**config.mk**
```make
export PLATFORM = sky130hd
export DESIGN_NAME = base2exp
export DESIGN_NICKNAME = d
export VERILOG_FILES = /design/src/rtl/base2exp.sv
export SDC_FILE = /design/constraint.sdc
export NUM_CORES = 1
export LEC_CHECK = 0
export BUFFER_PORTS_ARGS = -buffer_cell sky130_fd_sc_hd__buf_4
export CORE_ASPECT_RATIO = 0.6
export CORE_MARGIN = 3
export CORE_UTILIZATION = 59
export DETAILED_ROUTE_END_ITERATION = 12
export PLACE_DENSITY = 0.77
export SETUP_SLACK_MARGIN = 0.05
export SLEW_MARGIN = 20
export SYNTH_ARGS = -nofsm -noshare
export SYNTH_HDL_FRONTEND = slang
export SYNTH_SLANG_ARGS = --single-unit
export TNS_END_PERCENT = 10
```
**constraint.sdc**
```tcl
create_clock -name clk -period 6.6 [get_ports clk]
set_input_delay 1.32 -clock clk [delete_from_list [all_inputs] [get_ports clk]]
set_output_delay 1.32 -clock clk [all_outputs]
set_load 0.01 [all_outputs]
```
**src/rtl/base2exp.sv**
```systemverilog
// Sequential 2^x for an unsigned fixed-point exponent: one fraction bit per CALC cycle, then a shift.
// Define BASE2EXP_SATURATE_EN to clamp results that exceed 32 bits and flag overflow_o.
module base2exp #(
    parameter int FRAC_BITS = 4
) (
    input  logic                 clk,
    input  logic                 rst,
    input  logic [FRAC_BITS+4:0] log_i,
    input  logic                 valid_i,
    output logic                 ready_o,
    output logic [31:0]          number_o,
    output logic                 overflow_o,
    output logic                 valid_o,
    input  logic                 ready_i
);
    localparam logic [16:0] M_ONE  = 17'd65536;
    localparam logic [3:0]  LAST_K = 4'(FRAC_BITS - 1);

    typedef enum logic [1:0] {
        S_IDLE,
        S_CALC,
        S_SHIFT,
        S_DONE
    } state_t;

    // round(2^(2^-k) * 65536), the Q1.16 factor for fraction bit k (MSB is k=1)
    function automatic logic [16:0] calc_const(input logic [3:0] k);
        case (k)
            4'd1:    return 17'd92682;
            4'd2:    return 17'd77936;
            4'd3:    return 17'd71468;
            4'd4:    return 17'd68438;
            4'd5:    return 17'd66971;
            4'd6:    return 17'd66250;
            4'd7:    return 17'd65892;
            4'd8:    return 17'd65714;
            default: return M_ONE;
        endcase
    endfunction

    function automatic logic [16:0] mant_step(input logic [16:0] m, input logic [3:0] k);
        return 17'((34'(m) * 34'(calc_const(k))) >> 16);
    endfunction

`ifdef BASE2EXP_SATURATE_EN
    function automatic logic [32:0] scale_sat(input logic [16:0] m, input logic [4:0] e);
        logic [47:0] r;
        r = (48'(m) << e) >> 16;
        if (r[47:32] != 16'd0) return {1'b1, 32'hFFFF_FFFF};
        return {1'b0, r[31:0]};
    endfunction
`else
    function automatic logic [31:0] scale_wrap(input logic [16:0] m, input logic [4:0] e);
        return 32'((48'(m) << e) >> 16);
    endfunction
`endif

    state_t               state_q, state_d;
    logic [3:0]           cnt_q, cnt_d;
    logic [4:0]           exp_q, exp_d;
    logic [FRAC_BITS-1:0] frac_q, frac_d;
    logic [16:0]          m_q, m_d;
    logic [31:0]          number_q, number_d;
    logic                 valid_q, valid_d;
    logic                 ready_q, ready_d;
`ifdef BASE2EXP_SATURATE_EN
    logic                 overflow_q, overflow_d;
`endif

    always_comb begin
        state_d  = state_q;
        cnt_d    = cnt_q;
        exp_d    = exp_q;
        frac_d   = frac_q;
        m_d      = m_q;
        number_d = number_q;
        valid_d  = valid_q;
        ready_d  = ready_q;
`ifdef BASE2EXP_SATURATE_EN
        overflow_d = overflow_q;
`endif
        case (state_q)
            S_IDLE: begin
                if (valid_i) begin
                    exp_d   = log_i[FRAC_BITS+4:FRAC_BITS];
                    frac_d  = log_i[FRAC_BITS-1:0];
                    m_d     = M_ONE;
                    cnt_d   = 4'd0;
                    ready_d = 1'b0;
                    state_d = S_CALC;
                end
            end
            S_CALC: begin
                // The step runs every cycle so latency never depends on the fraction value.
                if (frac_q[FRAC_BITS-1]) m_d = mant_step(m_q, cnt_q + 4'd1);
                frac_d = frac_q << 1;
                cnt_d  = cnt_q + 4'd1;
                if (cnt_q == LAST_K) state_d = S_SHIFT;
            end
            S_SHIFT: begin
`ifdef BASE2EXP_SATURATE_EN
                {overflow_d, number_d} = scale_sat(m_q, exp_q);
`else
                number_d = scale_wrap(m_q, exp_q);
`endif
                valid_d = 1'b1;
                state_d = S_DONE;
            end
            S_DONE: begin
                if (ready_i) begin
                    valid_d = 1'b0;
                    ready_d = 1'b1;
                    state_d = S_IDLE;
                end
            end
            default: state_d = S_IDLE;
        endcase
    end

    always_ff @(posedge clk) begin
        if (rst) begin
            state_q  <= S_IDLE;
            cnt_q    <= 4'd0;
            m_q      <= M_ONE;
            number_q <= 32'd0;
            valid_q  <= 1'b0;
            ready_q  <= 1'b1;
`ifdef BASE2EXP_SATURATE_EN
            overflow_q <= 1'b0;
`endif
        end else begin
            state_q  <= state_d;
            cnt_q    <= cnt_d;
            m_q      <= m_d;
            number_q <= number_d;
            valid_q  <= valid_d;
            ready_q  <= ready_d;
`ifdef BASE2EXP_SATURATE_EN
            overflow_q <= overflow_d;
`endif
        end
    end

    // Operand registers are only read after an accept, so they carry no reset.
    always_ff @(posedge clk) begin
        exp_q  <= exp_d;
        frac_q <= frac_d;
    end

    assign ready_o  = ready_q;
    assign valid_o  = valid_q;
    assign number_o = number_q;
`ifdef BASE2EXP_SATURATE_EN
    assign overflow_o = overflow_q;
`else
    assign overflow_o = 1'b0;
`endif

endmodule

```
# ---- Word-level counts from Yosys, hierarchy flattened
# Memory sizes are Yosys's and may differ from the RTL's.
# Cells that the tools add are included.
dict set report word_totals {
  in_bits 13
  rom_bits 240
  output_inout_bits 35
  word_cells 48
  regBits 66
  n_memories 1
}
dict set report op_classes {
  shift 1
  reduce_logical 10
  muxes 18
  add_sub_neg 1
  eq_ne 8
  multipliers 1
}
# memory depth word_bits read_ports rd_clocked_by_memory_dff wr line
set mem_list {}
lappend mem_list {{(name not given)} 16 15 1 0 0 28} ;# case (k)
# operator n
set ops {}
lappend ops {{$mux 17} 4}
lappend ops {{$shl 17x5->48} 1}
lappend ops {{$pmux 17 s2} 1}
lappend ops {{$mul 17x17->33} 1}
lappend ops {{$pmux 4 s2} 2}
lappend ops {{$reduce_and 3->1} 3}
lappend ops {{$mux 4} 2}
lappend ops {{$ne 2x2->1 const B} 4}
lappend ops {{$pmux 2 s4} 1}
lappend ops {{$mux 2} 3}
lappend ops {{$reduce_and 2->1} 3}
lappend ops {{$reduce_bool 2->1} 3}
lappend ops {{$add 4x1->4 const B} 1}
lappend ops {{$eq 2x2->1 const B} 2}
lappend ops {{$eq 4x2->1 const B} 1}
lappend ops {{$pmux 1 s2} 2}
lappend ops {{$mux 1} 3}
lappend ops {{$eq 2x1->1 const B} 1}
lappend ops {{$logic_not 2->1} 1}

# ---- Logic depth before layout (Yosys ltp)
# Gate-level depths: netlist of the first run.
# An unclocked memory read counts as a cell.
dict set report logic_depth {
  ltp_word 7
  ltp_mapped 30
}

# ---- Worst setup path after synthesis of the first run
# OpenSTA, ideal clock, no wires.
dict set report synth_path {
  kind {register to register}
  from {register cnt_q[0]}
  to {register m_q[15]}
  path_buffers 1
  arrival_ns 6.795
  stages_incl_launch_ff 26
  setup_time_ns 0.117
  path_slack_ns -0.312
  required_ns 6.483
  path_cell_list {dfxtp_1 > ha_1 > xor2_1 > nand2_1 > a21oi_1 > clkbuf_1 > nand2_1 > fa_1 > inv_1 > fa_1 > fa_1 > fa_1 > fa_1 > inv_1 > fa_1 > inv_1 > ha_1 > a21oi_2 > o21ai_1 > nor3_1 > nor2_2 > a311oi_4 > o21ai_4 > a31oi_4 > xnor2_1 > a22o_1}
}
dict set report synth_via {
  elab_chain_len 7
}
# element line
set synth_rtl {}
lappend synth_rtl {{from (decl)} 59} ;# logic [3:0] cnt_q, cnt_d;
lappend synth_rtl {{from (signal assigned)} 133} ;# cnt_q <= cnt_d;
lappend synth_rtl {{$add 4x1->4} 95} ;# if (frac_q[FRAC_BITS-1]) m_d = mant_step(m_q, cnt_q + 4'd1);
lappend synth_rtl {{$mem_v2 16x15} --}
lappend synth_rtl {{$mux 17} 95}
lappend synth_rtl {{$mux 17} 82} ;# case (state_q)
lappend synth_rtl {{$mul 17x17->33} 42} ;# return 17'((34'(m) * 34'(calc_const(k))) >> 16);
lappend synth_rtl {{$mux 17} 95}
lappend synth_rtl {{$pmux 17 s2} 82}
lappend synth_rtl {{to (signal assigned)} 134} ;# m_q <= m_d;
lappend synth_rtl {{to (decl)} 62} ;# logic [16:0] m_q, m_d;
# No other way between the ends. The select of a mux whose other input is x is not followed.
# A chain may end at the register's enable or synchronous reset.

# ---- Final worst setup path of the first run
dict set report layout_path {
  from {register cnt_q[0]}
  to {register m_q[16]}
}
# Same word-level chain as after synthesis.

==> flow_summary.yaml, run 1 <==
outcome:
  status: "finished with violations"
  violations_in_the_final_reports: "setup timing"
drt:
  drt-wirelength-per-cell_um: 19.50
  drt_wl_total_um: 35890
  ant_nets: 0
  avgViaCountPerCell: 5.826
  vias: 10730
  drtPass1Iterations: 6
  drcViolationCount: 0
  first_iter_violations: 968
yosys:
  synth_cells: 1454
  post_synth.cell_area_avg_um2: 8.562
  post_synth_mux_area_share_pct: 3.146
  synth_compound_area_share_pct: 10.55
  number_of_synthesized_flops_with_an_enable_pin: 9
  cell_accounting_for_the_most_synthesized_area: "sky130_fd_sc_hd__fa_1"
  fraction_of_registers_with_async_set_reset_pct: 0
  yosysWarnings: 0
  netlist-cell-type-count: 67
  synth_area_in_adders_pct: 45.63
  post_synth_and_or_nand_nor_area_fraction_pct: 16.03
  synth_seq_area_share_pct: 11.34
  synth_top_family_by_area: "adder cells"
  synth_top_flop_cell: "sky130_fd_sc_hd__dfxtp_1"
  synth.ff_latch_count: 66
  synth.top_cell.area_share_pct: 32.96
  most_area_consuming_cells_after_synthesis: "sky130_fd_sc_hd__fa_1, sky130_fd_sc_hd__ha_1, sky130_fd_sc_hd__dfxtp_1"
  post_synth_xor_area_fraction_pct: 1.548
  synth_fp_nets: 1798
  synth_area_mm2: 0.01245
run:
  maxCapViolations: 0
cts:
  cts.clk_slew.worst_paths_ns: 0.06
  ctsHoldBuffers: 0
  cts.sinks: 66
  clk_root_buffer_cell: "sky130_fd_sc_hd__clkbuf_16"
  cts-root-to-sink-buffers: 2
  clock_tree_from_tritoncts: "built"
  cts_made_buffers: 9
  clock_latency_ns: 0.34
  cts-htree-levels: 3
timing:
  slew_viol_final: 0
  max-slew-margin-rel_pct: 34.64
  totalNegativeSetupSlack_ns: -0.4894
  final.period_utilization_pct: 101.2
  setup_viol: 10
  max_freq_mhz: 149.7
  finalHoldViolations: 0
  worstMarginPinSlew_ns: 0.9804
  postLayoutSetupSlackWorst_ns: -0.08031
  final_period_minus_worst_setup_slack_ns: 6.680
  setup_repair_after_global_routing_missed_its_margin: "true"
  worst_clock_skew_ns: 0.006226
global_routing:
  grt_use_total_pct: 32.12
  globalRoute.totalOverflow: 0
  number_of_antenna_violations_at_the_first_check_in_global_routing: 0
  maximum_number_of_pins_on_one_net_before_global_route_repair: 44
  grt_first_pass_wirelength_um: 58260
  grt_pass1_vias: 11040
placed_design:
  dp_hpwl_um: 28250
  placed_area_mm2: 0.01379
  pre_cts_ws_ns: -0.5440
  port_buffers: 46
  gp_congestion: 0.9901
setup_path:
  worst_setup_startpoint: "cnt_q[0]"
  setup.worst_path.start_class: "register"
  rr_startpoint: "cnt_q[0]"
  critPathBufInv: 7
  timing.setup.critical_path_class: "reg -> reg"
  timing.critical_path.to: "m_q[16]"
  regToRegSetupSlack_ns: -0.08
  worst-path-max-fanout: 6
  worst-path-stages: 28
  rr_endpoint: "m_q[16]"
  cp.required_ns: 6.83
  critical-path-top-cell-by-count: "sky130_fd_sc_hd__fa_1"
  worst_case_reg_to_reg_path_depth: 28
  critical_path.slowest_cell: "sky130_fd_sc_hd__fa_1"
  worst-endpoint-arrival_ns: 6.91
  critical_path.max_stage_delay_ns: 0.54
  worst_path_dominant_cell_family: "adder cells"
  endpoint_kind: "register"
cells_and_area:
  drive_above_1_share_pct: 19.01
  area_delta_synth_final_pct: 17.93
  filler_cell_count: 1495
  fin_nets: 1907
  n_antenna_cell: 0
  cell_area_after_layout_mm2: 0.01468
  postLayoutCoreUtil_pct: 72.08
pwr:
  total_power_mw: 5.148
  powerDensity_mw_per_mm2: 350.6
  cellLeakagePower_nw: 7.417
  vdd_ir_drop_max_mv: 0.4664
die:
  initial_utilization_pct: 61.12
  boundaryPins: 48
  placement_rows: 40
  die_h_um: 118.5
  coreArea_mm2: 0.02037
  die_width_um: 193.5
  die_area_mm2: 0.02294
hold_path:
  min-delay-path-class: "reg -> reg"
[per-layer routing]
| layer | vias up | wire [µm] | share of wire, % | track usage, % |
|---|---|---|---|---|
| li1 | 4750 | - | - | - |
| met4 | 2 | 933 | 2.6 | 8.984 |
| met5 | - | 47 | 0.13 | 1.743 |
| met1 | 5280 | 15240 | 42 | 46.18 |
| met2 | 616 | 15170 | 42 | 46.21 |
| met3 | 78 | 4503 | 13 | 10.97 |
[flip-flops by register name (all words and copies together), names as in the netlist]
name,cells
number_o,32
m_q,17
cnt_q,4
frac_q,4
valid_o,1
state_q,2
exp_q,5
ready_o,1
[cell families after synthesis]
group           count (synthesis)
flops                          66
mux                            33
buf+inv                       381
compound gates                190
fa+ha+maj                     331
simple gates                  430
other cells                     1
xor+xnor                       22
[through the flow]
| step | cells | hold slack [ns] |
|---|---|---|
| after floorplan | 1454 | 0.4856 |
| after global placement | 1811 | 0.4544 |
| after detailed placement | 1811 | 0.4601 |
| after CTS | 1841 | 0.4682 |
| after global routing | 1841 | 0.4936 |
| final | 1841 | 0.4672 |
[cells in the final DEF, fill, tap and decap left out, types with 5 or more instances in the layout]
cell type                   count
sky130_fd_sc_hd__clkbuf_16     10
sky130_fd_sc_hd__a21o_1         5
sky130_fd_sc_hd__dfxtp_1       55
sky130_fd_sc_hd__o21ai_1        6
sky130_fd_sc_hd__mux2_2         9
sky130_fd_sc_hd__nor2_1        75
sky130_fd_sc_hd__nand3_1        5
sky130_fd_sc_hd__fa_2          11
sky130_fd_sc_hd__a211oi_1       6
sky130_fd_sc_hd__nor2b_1        7
sky130_fd_sc_hd__o21a_1         5
sky130_fd_sc_hd__o221ai_1       6
sky130_fd_sc_hd__fa_1         194
sky130_fd_sc_hd__a21oi_2        9
sky130_fd_sc_hd__a21oi_1       48
sky130_fd_sc_hd__ha_4          11
sky130_fd_sc_hd__buf_4        167
sky130_fd_sc_hd__inv_1        288
sky130_fd_sc_hd__mux2i_1       19
sky130_fd_sc_hd__nand2_1      188
sky130_fd_sc_hd__a211oi_2       6
sky130_fd_sc_hd__a22o_1        14
sky130_fd_sc_hd__xor2_1         7
sky130_fd_sc_hd__nor3_1        13
sky130_fd_sc_hd__a22oi_1       10
sky130_fd_sc_hd__edfxtp_1       9
sky130_fd_sc_hd__and3_1        28
sky130_fd_sc_hd__ha_1         114
sky130_fd_sc_hd__buf_6         11
sky130_fd_sc_hd__xnor2_1       11
sky130_fd_sc_hd__and2_1        87
sky130_fd_sc_hd__inv_2          8
sky130_fd_sc_hd__a221oi_1       8
sky130_fd_sc_hd__o21ai_0       28
[worst reg2reg max path, delay by kind of cell, from the launching register on]
| family | cells | cell delay (ns) |
|---|---|---|
| compound gates | 6 | 0.89 |
| xor+xnor | 2 | 0.46 |
| fa+ha+maj | 8 | 3.42 |
| buf+inv | 7 | 0.61 |
| flops | 1 | 0.38 |
| mux | 1 | 0.28 |
| simple gates | 4 | 0.54 |
[timing repair]
action,in CTS,in global routing
gates resized for setup,81,14
pin swaps,58,9
cloned,2,0
buffers inserted,12,0
endpoints found under the setup margin,15,16
endpoints found under the hold margin,0,0
[worst min-delay path by stage]
stage	from	end	slack (ns)	cells after the start
floorplan	number_o[17]	number_o[17]	0.49	2
global placement	number_o[17]	number_o[17]	0.45	2
detailed placement	number_o[17]	number_o[17]	0.46	2
CTS	number_o[17]	number_o[17]	0.47	2
global route	number_o[17]	number_o[17]	0.49	2
finish	number_o[17]	number_o[17]	0.47	2
[power breakdown]
group | switching, mW | leakage, nW | total [mW] | internal (mW)
Combinational | 2.25 | 6.69 | 3.92 | 1.67
Clock | 0.188 | 0.172 | 0.562 | 0.375
Sequential | 0.144 | 0.550 | 0.661 | 0.518
Total | 2.59 | 7.42 | 5.15 | 2.56
[synth_stat cells, types with 10 or more instances]
cell                       count
sky130_fd_sc_hd__inv_1       296
sky130_fd_sc_hd__o21ai_0      33
sky130_fd_sc_hd__nor2_1       77
sky130_fd_sc_hd__a22o_1       14
sky130_fd_sc_hd__mux2i_1      20
sky130_fd_sc_hd__and3_1       28
sky130_fd_sc_hd__dfxtp_1      57
sky130_fd_sc_hd__a21oi_1      57
sky130_fd_sc_hd__clkbuf_1     66
sky130_fd_sc_hd__a211oi_1     10
sky130_fd_sc_hd__a22oi_1      10
sky130_fd_sc_hd__fa_1        205
sky130_fd_sc_hd__ha_1        126
sky130_fd_sc_hd__xnor2_1      14
sky130_fd_sc_hd__nor3_1       16
sky130_fd_sc_hd__nand2_1     192
sky130_fd_sc_hd__and2_1       90
[area by class of cell]
class	instances	area (µm²)	share of cell area (%)
multi-input cells	1008	10040	68.40
flip-flops and latches	66	1419	9.664
repair buffers	180	1413	9.622
inverters	298	1119	7.619
well taps	273	341.6	2.327
clock buffers	13	281.5	1.918
clock inverters	3	66.31	0.4517
Power figures use the tool's default switching activity.
==> run 2, diff against run 1 <==
- CORE_UTILIZATION: 59 -> 25
- PLACE_DENSITY: 0.77 -> 0.37
==> flow_summary.yaml, run 2 (same netlist as run 1, synthesis figures left out) <==
outcome:
  status: "finished with violations"
  violations_in_the_final_reports: "setup timing"
die:
  die_width_um: 294.1
  die_h_um: 178.9
  boundaryPins: 48
  initial_utilization_pct: 25.68
  die_area_mm2: 0.05260
  coreArea_mm2: 0.04848
  placement_rows: 62
cells_and_area:
  layout.cells.most_common_list: "sky130_fd_sc_hd__inv_1, sky130_fd_sc_hd__fa_1, sky130_fd_sc_hd__nand2_1, sky130_fd_sc_hd__buf_4, sky130_fd_sc_hd__ha_1"
  finalNonFillerCells: 2233
  commonest_non_fill_non_tap_cell_in_the_layout: "sky130_fd_sc_hd__inv_1"
  largest_register_ff_count: 32
  fin_nets: 1932
  drive_above_1_share_pct: 20.97
  n_antenna_cell: 0
  area_delta_synth_final_pct: 23.98
setup_path:
  critPathBufInv: 10
  worst_setup_startpoint: "cnt_q[0]"
  critical_path.slowest_cell: "sky130_fd_sc_hd__fa_1"
  worst-path-max-fanout: 9
  setup.worst_path.start_class: "register"
  critical_path.max_stage_delay_ns: 0.50
  worst-endpoint-arrival_ns: 6.93
  cp.required_ns: 6.86
  endpoint_kind: "register"
  critical-path-top-cell-by-count: "sky130_fd_sc_hd__fa_1"
  rr_startpoint: "cnt_q[0]"
  timing.setup.critical_path_class: "reg -> reg"
  worst_path_dominant_cell_family: "adder cells"
cts:
  clock_tree_from_tritoncts: "built"
  cts_made_buffers: 9
  clock_latency_ns: 0.37
  clk_root_buffer_cell: "sky130_fd_sc_hd__clkbuf_16"
  cts-root-to-sink-buffers: 2
  cts-htree-levels: 3
  cts.clk_slew.worst_paths_ns: 0.06
  ctsHoldBuffers: 0
  cts.sinks: 66
drt:
  drtPass1Iterations: 6
  vias: 10070
  avgViaCountPerCell: 4.511
  drt-wirelength-per-cell_um: 18.09
  ant_nets: 0
  drt_wl_total_um: 40400
  drcViolationCount: 0
  first_iter_violations: 599
global_routing:
  maximum_number_of_pins_on_one_net_before_global_route_repair: 44
  globalRoute.totalOverflow: 0
  grt_use_total_pct: 16.02
  number_of_antenna_violations_at_the_first_check_in_global_routing: 0
  grt_first_pass_wirelength_um: 63980
  grt_pass1_vias: 10370
pwr:
  cellLeakagePower_nw: 7.567
  vdd_ir_drop_max_mv: 0.2028
  total_power_mw: 5.139
  powerDensity_mw_per_mm2: 332.9
timing:
  final_period_minus_worst_setup_slack_ns: 6.671
  setup_viol: 5
  setup_repair_after_global_routing_missed_its_margin: "true"
  finalHoldViolations: 0
  worst_clock_skew_ns: 0.01179
  postLayoutSetupSlackWorst_ns: -0.07120
  worstMarginPinSlew_ns: 1.006
  slew_viol_final: 0
  final.period_utilization_pct: 101.1
  max-slew-margin-rel_pct: 32.95
  max_freq_mhz: 149.9
placed_design:
  numPlacedInstances: 2199
  dp_hpwl_um: 33760
  port_buffers: 46
  gp_congestion: 0.8041
hold_path:
  worst_hold_startpoint: "number_o[17]"
  min-delay-path-class: "reg -> reg"
run:
  maxCapViolations: 0
run 2: per-stage QoR:
step / setup TNS (ns) / hold WS (ns) / util [%] / setup WS [ns] / cell area (µm²)
after detailed placement: -3.160 / 0.4549 / 29.78 / -0.5516 / 14440
after global placement: -3.085 / 0.4589 / 29.78 / -0.6256 / 14440
after global routing: -2.697 / 0.4807 / 31.83 / -0.3651 / 15430
after floorplan: 0 / 0.4856 / - / 0.04451 / 12530
after CTS: -0.2785 / 0.4626 / 31.30 / -0.1347 / 15180
final: -0.2243 / 0.4604 / 31.83 / -0.07120 / 15430
run 2: worst paths after layout:
kind | endpoint | slack [ns] | cells past startpoint
min | number_o[17] | 0.46 | 2
min reg2reg | number_o[17] | 0.46 | 2
max reg2reg | m_q[15] | -0.07 | 29
max | m_q[15] | -0.07 | 29
run 2: layer usage:
metal / track usage, % / share of wire [%] / vias up
met4: 1.786 / 0.60 / 0
met5: 0 / 0 / -
met1: 26.60 / 57 / 5088
met2: 21.68 / 38 / 159
li1: - / - / 4810
met3: 2.414 / 3.7 / 16
run 2: cell type report:
cell class / instances / area, µm²
Inverter: 298 / 1119
Tap cell: 640 / 800.8
Sequential cell: 66 / 1419
Clock inverter: 3 / 20.02
Timing Repair Buffer: 206 / 1695
Fill cell: 5164 / 33050
Clock buffer: 13 / 281.5
Multi-Input combinational cell: 1007 / 10100
run 2: tightest hold or removal path, stage by stage, from the launching register on:
cell and delay (ns):
sky130_fd_sc_hd__dfxtp_1 0.31, sky130_fd_sc_hd__nand2_1 0.06, sky130_fd_sc_hd__a21oi_1 0.05
run 2: what timing repair did:
action,in CTS,in global routing
setup buffers,15,4
gates resized for setup,69,51
endpoints found under the hold margin,0,0
setup endpoints to repair,14,14
pin swaps,40,45
run 2: where the power goes:
part           internal [mW]  total (mW)  switching [mW]
sequential             0.518       0.686           0.168
combinational           1.70        3.95            2.25
clock                  0.297       0.500           0.203
total                   2.51        5.14            2.62
